## config.mk

```make
export PLATFORM = sky130hd
export DESIGN_NAME = spi_device_tx_flat
export DESIGN_NICKNAME = d
export VERILOG_FILES = /design/src/rtl/spi_device_tx_if.sv /design/src/rtl/spi_device_tx.sv /design/src/flat_wrapper.sv
export SDC_FILE = /design/constraint.sdc
export NUM_CORES = 1
export LEC_CHECK = 0
export BUFFER_PORTS_ARGS = -buffer_cell sky130_fd_sc_hd__buf_2
export CORE_MARGIN = 5
export CORE_UTILIZATION = 35
export CTS_BUF_LIST = sky130_fd_sc_hd__clkbuf_4
export CTS_CLUSTER_DIAMETER = 80
export DETAILED_ROUTE_END_ITERATION = 12
export PLACE_DENSITY_LB_ADDON = 0.3
export RECOVER_POWER = 100
export SETUP_SLACK_MARGIN = 0.2
export SLEW_MARGIN = 0
export SYNTH_ARGS = -nofsm -noshare
export SYNTH_HDL_FRONTEND = slang
export SYNTH_SLANG_ARGS = --single-unit
export TNS_END_PERCENT = 5
```

## constraint.sdc

```tcl
create_clock -name sclk -period 2.3 [get_ports sclk]
set_clock_uncertainty 0.05 [all_clocks]
set_input_delay 0.115 -clock sclk [delete_from_list [all_inputs] [get_ports sclk]]
set_output_delay 0.115 -clock sclk [all_outputs]
set_load 0.005 [all_outputs]
```

## src/rtl/spi_device_tx_if.sv

```systemverilog
// Transmit-side bundle between the device data path and the SPI transmit shifter.
// The master drives words and control; the slave (shifter) returns the handshake and pad data.
interface spi_device_tx_if;
    logic        en_quad_in;
    logic [7:0]  counter_in;
    logic        counter_in_upd;
    logic [31:0] data;
    logic        data_valid;
    logic        data_ready;
    logic        sdo0;
    logic        sdo1;
    logic        sdo2;
    logic        sdo3;
    logic        tx_done;

    modport master (
        output en_quad_in, counter_in, counter_in_upd, data, data_valid,
        input  data_ready, sdo0, sdo1, sdo2, sdo3, tx_done
    );

    modport slave (
        input  en_quad_in, counter_in, counter_in_upd, data, data_valid,
        output data_ready, sdo0, sdo1, sdo2, sdo3, tx_done
    );
endinterface

```

## src/rtl/spi_device_tx.sv

```systemverilog
// SPI device transmit shifter: 32-bit words go out MSB-first in single or quad mode on falling sclk,
// with a one-word holding buffer for gap-free back-to-back words; cs high holds everything in reset.
module spi_device_tx (
    input  logic              sclk,
    input  logic              cs,
    spi_device_tx_if.slave    bus
);
    localparam int unsigned WORD_W = 32;
    localparam int unsigned CNT_W  = 8;
    localparam int unsigned NIB_W  = 4;
    localparam logic [CNT_W-1:0] TARGET_RST = CNT_W'(31);

    typedef enum logic {
        ST_IDLE  = 1'b0,
        ST_SHIFT = 1'b1
    } state_e;

    state_e             r_state;
    logic [WORD_W-1:0]  r_shift;
    logic [CNT_W-1:0]   r_counter;
    logic [CNT_W-1:0]   r_target;
    logic [CNT_W-1:0]   r_target_pend;
    logic [WORD_W-1:0]  r_buf;
    logic               r_buf_full;
    logic               r_armed;

    logic               w_running;
    logic               w_last;
    logic               w_load_now;
    logic               w_ready;
    logic [NIB_W-1:0]   w_nib;
    logic [WORD_W-1:0]  w_shift_next;

    assign w_running  = (r_state == ST_SHIFT);
    assign w_last     = w_running && (r_counter == r_target);
    assign w_load_now = r_armed && r_buf_full && (!w_running || w_last);
    // cs gating keeps the handshake quiet while deselected
    assign w_ready    = !cs && bus.data_valid && (!r_buf_full || w_load_now);

    assign w_shift_next = bus.en_quad_in ? {r_shift[WORD_W-NIB_W-1:0], NIB_W'(0)}
                                         : {r_shift[WORD_W-2:0], 1'b0};

    assign w_nib = !w_running       ? NIB_W'(0) :
                   bus.en_quad_in   ? r_shift[WORD_W-1 -: NIB_W] :
                                      {3'b000, r_shift[WORD_W-1]};

    assign bus.data_ready = w_ready;
    assign bus.tx_done    = w_last;
    assign bus.sdo0       = w_nib[0];
    assign bus.sdo1       = w_nib[1];
    assign bus.sdo2       = w_nib[2];
    assign bus.sdo3       = w_nib[3];

    always_ff @(negedge sclk or posedge cs) begin
        if (cs) begin
            r_state       <= ST_IDLE;
            r_shift       <= '0;
            r_counter     <= '0;
            r_target      <= TARGET_RST;
            r_target_pend <= TARGET_RST;
            r_buf         <= '0;
            r_buf_full    <= 1'b0;
            r_armed       <= 1'b0;
        end else begin
            // an accept on a reload edge refills the buffer the reload just emptied
            if (w_ready) begin
                r_buf      <= bus.data;
                r_buf_full <= 1'b1;
            end else if (w_load_now) begin
                r_buf_full <= 1'b0;
            end

            case (r_state)
                ST_IDLE: begin
                    if (w_load_now) begin
                        r_shift   <= r_buf;
                        r_target  <= r_target_pend;
                        r_counter <= '0;
                        r_state   <= ST_SHIFT;
                    end
                end
                ST_SHIFT: begin
                    if (w_load_now) begin
                        r_shift   <= r_buf;
                        r_target  <= r_target_pend;
                        r_counter <= '0;
                    end else if (w_last) begin
                        r_state   <= ST_IDLE;
                        r_armed   <= 1'b0;
                        r_shift   <= '0;
                    end else begin
                        r_shift   <= w_shift_next;
                        r_counter <= r_counter + CNT_W'(1);
                    end
                end
                default: r_state <= ST_IDLE;
            endcase

            // a fresh arm request outranks the end-of-word disarm on the same edge
            if (bus.counter_in_upd) begin
                r_armed       <= 1'b1;
                r_target_pend <= bus.counter_in;
            end
        end
    end
endmodule

```

## src/flat_wrapper.sv

```systemverilog
// flat-port wrapper written by rule: the top's interface ports become plain ports
module spi_device_tx_flat 
  (sclk, cs, bus_en_quad_in, bus_counter_in, bus_counter_in_upd, bus_data, bus_data_valid, bus_data_ready, bus_sdo0, bus_sdo1, bus_sdo2, bus_sdo3, bus_tx_done);
  spi_device_tx_if bus_i ();
  input  logic sclk;
  input  logic cs;
  input wire logic [$bits(bus_i.en_quad_in)-1:0] bus_en_quad_in;
  input wire logic [$bits(bus_i.counter_in)-1:0] bus_counter_in;
  input wire logic [$bits(bus_i.counter_in_upd)-1:0] bus_counter_in_upd;
  input wire logic [$bits(bus_i.data)-1:0] bus_data;
  input wire logic [$bits(bus_i.data_valid)-1:0] bus_data_valid;
  output wire logic [$bits(bus_i.data_ready)-1:0] bus_data_ready;
  output wire logic [$bits(bus_i.sdo0)-1:0] bus_sdo0;
  output wire logic [$bits(bus_i.sdo1)-1:0] bus_sdo1;
  output wire logic [$bits(bus_i.sdo2)-1:0] bus_sdo2;
  output wire logic [$bits(bus_i.sdo3)-1:0] bus_sdo3;
  output wire logic [$bits(bus_i.tx_done)-1:0] bus_tx_done;
  assign bus_i.en_quad_in = bus_en_quad_in;
  assign bus_i.counter_in = bus_counter_in;
  assign bus_i.counter_in_upd = bus_counter_in_upd;
  assign bus_i.data = bus_data;
  assign bus_i.data_valid = bus_data_valid;
  assign bus_data_ready = bus_i.data_ready;
  assign bus_sdo0 = bus_i.sdo0;
  assign bus_sdo1 = bus_i.sdo1;
  assign bus_sdo2 = bus_i.sdo2;
  assign bus_sdo3 = bus_i.sdo3;
  assign bus_tx_done = bus_i.tx_done;
  spi_device_tx u_core (.sclk(sclk), .cs(cs), .bus(bus_i));
endmodule
```

==> flow_summary.toml <==
[status]
outcome = "finished with violations"
violations = "setup timing"

[cts]
cts_root_buf = "clkbuf_4"
cts.reportedPaths.clkPinSlew_ns = 0.11
h-tree-depth = 3
cts-buffers-inserted = 9
hold_buffers = 0
max-clock-path-buffers = 2
clock_sinks = 91
clk_latency_ns = 0.48
cts_tree = "built"

[layout]
drive_above_1_share = 0.3266
diodes = 0
synthToLayoutAreaGrowth_pct = 17.55
nFillCells = 1255
layout.nets = 537

[power]
p_total_mw = 5.729
cellLeakagePower_nw = 2.561
vdd_ir_drop_max_uv = 519.6
power_density_mw_per_mm2 = 1075

[setup_path]
path_buf_inv = 2
crit_chain = "xnor2_1, nand4_2, o21a_4, a21o_4, inv_2, buf_6"
crit_slowest_cell = "dfstp_2"
endpoint_kind = "primary output"
startpoint_type = "flip-flop"
cpPeakStageDelay_ns = 0.53
crit_family = "flip-flops"
rr_startpoint = "u_core.r_target[3]"
cp_max_fo = 2
cp-startpoint = "u_core.r_target[3]"
arrival_ns = 3.04
crit_required_ns = 2.13
critPathKind = "reg2out"

[die]
start_util = 0.3578
ioPinCount = 51
core-area_sq_mm = 0.01267
placementRows = 41
die_area_sq_mm = 0.01533
chipHeight_microns = 123.8
die_w_microns = 123.8

[synthesis]
syn_nets = 465
synth-seq-cells = 91
synth.distinct_cells = 32
syn_area_per_cell_sq_um = 10.82
synth_top_area_frac = 0.4471
yosysWarningCount = 0
syn-instance-count = 419
yosysSeqAreaShare = 0.5051
synth.area.top_cells = "dfrtn_1 (45%), mux2_4 (9.6%), mux2i_1 (6.6%)"
synthesis.area_sq_mm = 0.004533
yosys.area.top_type = "dfrtn_1"

[global_routing]
grt_max_degree = 92
grt.total_usage = 0.1429
grt_pass1_wl_microns = 17490
gr-total-overflow = 0
antenna_found_initial = 0
grt_pass1_vias = 3540

[place]
dp_slack_ns = -0.4452
routabilityCongestion = 0.7844
portBuffers = 50
dpl.hpwl_microns = 6801

[sta]
setup_viol = 6
grt_setup_unrepaired = "true"
hold_viol_final = 0
setup_slack_ns = -0.9038
tns_ns = -3.189
hold_ws_ns = 0.4015
slew-limit-headroom = 0.1744
worst_slew_pin_slew_ns = 1.238
drv_slew = 0

[routing]
vias = 3316
antenna_left = 0
drt-initial-drc-count = 263
dr.pass1.iters = 4
routed_wl_microns = 10260
wire_per_inst_microns = 15.36
drcViolationCount = 0
via_per_inst = 4.964

[worst_hold_path]
min-delay-start = "u_core.r_target_pend[5]"
min_path_type = "reg2reg"

[flow_run]
cap_violations = 0
## final cells by class
cell class / count / area [sq um] / area share
clock buffer: 9 / 67.56 / 0.01268
clock inverter: 17 / 108.9 / 0.02043
inverter: 5 / 20.02 / 0.003757
multi-input combinational: 295 / 2092 / 0.3926
sequential: 91 / 2290 / 0.4297
tap: 172 / 215.2 / 0.04038
timing repair buffer: 79 / 535.5 / 0.1005
## placed cells by master (no fill, tap or decap), types with 2 or more instances in the layout
cell type | netlist | layout
clkinv_4 | 0 | 2
xnor2_1 | 9 | 8
inv_8 | 0 | 4
nand4_1 | 4 | 4
inv_1 | 6 | 13
and2_1 | 2 | 2
nor3_2 | 1 | 2
dfrtn_1 | 81 | 81
clkbuf_4 | 0 | 10
a21oi_1 | 53 | 53
nor2_1 | 6 | 5
o21ai_0 | 35 | 34
clkbuf_1 | 19 | 2
buf_2 | 3 | 46
and3_1 | 4 | 3
mux2_2 | 17 | 17
mux2_4 | 29 | 29
buf_6 | 0 | 4
a32oi_1 | 3 | 3
nand2_1 | 65 | 64
dfstp_2 | 10 | 10
o211ai_1 | 2 | 2
mux2i_1 | 30 | 30
buf_4 | 0 | 22
a22oi_1 | 2 | 2
nand3_1 | 20 | 20
xor2_1 | 5 | 5
buf_12 | 3 | 4
## synthesized netlist by cell type
cell type / count
a21o_4: 1
a21oi_1: 53
a22oi_1: 2
a31oi_1: 1
a32oi_1: 3
and2_1: 2
and3_1: 4
buf_1: 2
buf_12: 3
buf_2: 3
clkbuf_1: 19
dfrtn_1: 81
dfstp_2: 10
ha_1: 1
inv_1: 6
mux2_2: 17
mux2_4: 29
mux2i_1: 30
nand2_1: 65
nand3_1: 20
nand4_1: 4
nand4_2: 1
nor2_1: 6
nor2b_1: 1
nor3_1: 1
nor3_2: 1
o211ai_1: 2
o21a_4: 1
o21ai_0: 35
o21ai_2: 1
xnor2_1: 9
xor2_1: 5
## final timing paths
kind,end,slack (ns),depth (start not counted)
setup / recovery,bus_data_ready,-0.90,6
hold / removal,u_core.r_target[5],0.40,1
setup reg to reg,u_core.r_buf[12],0.11,7
hold reg to reg,u_core.r_target[5],0.40,1
max in group asynchronous,u_core.r_buf[9],0.24,3
min in group asynchronous,u_core.r_armed,1.12,3
## timing repair
item	in CTS	in global routing
buffers inserted	1	0
endpoints found under the setup margin	36	43
pin swaps	5	3
resized for setup	15	3
gates cloned	0	0
## logic make-up after synthesis
kind of cell | Yosys count | synth area share
compound gates | 99 | 0.1195
xor+xnor | 14 | 0.02705
fa+ha+maj | 1 | 0.002760
buf+inv | 33 | 0.03892
flops | 91 | 0.5051
mux | 76 | 0.2045
simple gates | 105 | 0.1021
## state kept, by name, summed over array words and instances, names as in the netlist
register	cells
u_core.r_armed	1
u_core.r_shift	32
u_core.r_buf	32
u_core.r_state	1
u_core.r_target_pend	8
u_core.r_counter	8
u_core.r_buf_full	1
u_core.r_target	8
## through the flow
| step | utilization | cell area (sq um) | cells |
|---|---|---|---|
| 5_1_grt | 0.4206 | 5329 | 668 |
| 3_3_place_gp | 0.4022 | 5096 | 642 |
| 2_1_floorplan | - | 4537 | 419 |
| 3_5_place_dp | 0.4022 | 5096 | 642 |
| 4_1_cts | 0.4209 | 5333 | 668 |
| 6_report | 0.4206 | 5329 | 668 |
## power breakdown
group          leakage, nW  switching (mW)  internal (mW)
sequential            1.12           0.515           2.30
clock                0.132           0.672          0.284
combinational         1.31           0.883           1.08
total                 2.56            2.07           3.66
## layer usage
layer / share of wire / wire, microns / vias up / track usage
li1: - / - / 1615 / -
met3: 0.042 / 431 / 11 / 0.03406
met1: 0.47 / 4783 / 1620 / 0.1907
met5: 0 / 0 / - / 0
met4: 0.0090 / 92 / 0 / 0.03253
met2: 0.48 / 4951 / 70 / 0.2359
Note: power is estimated with default switching activity, not from simulation.
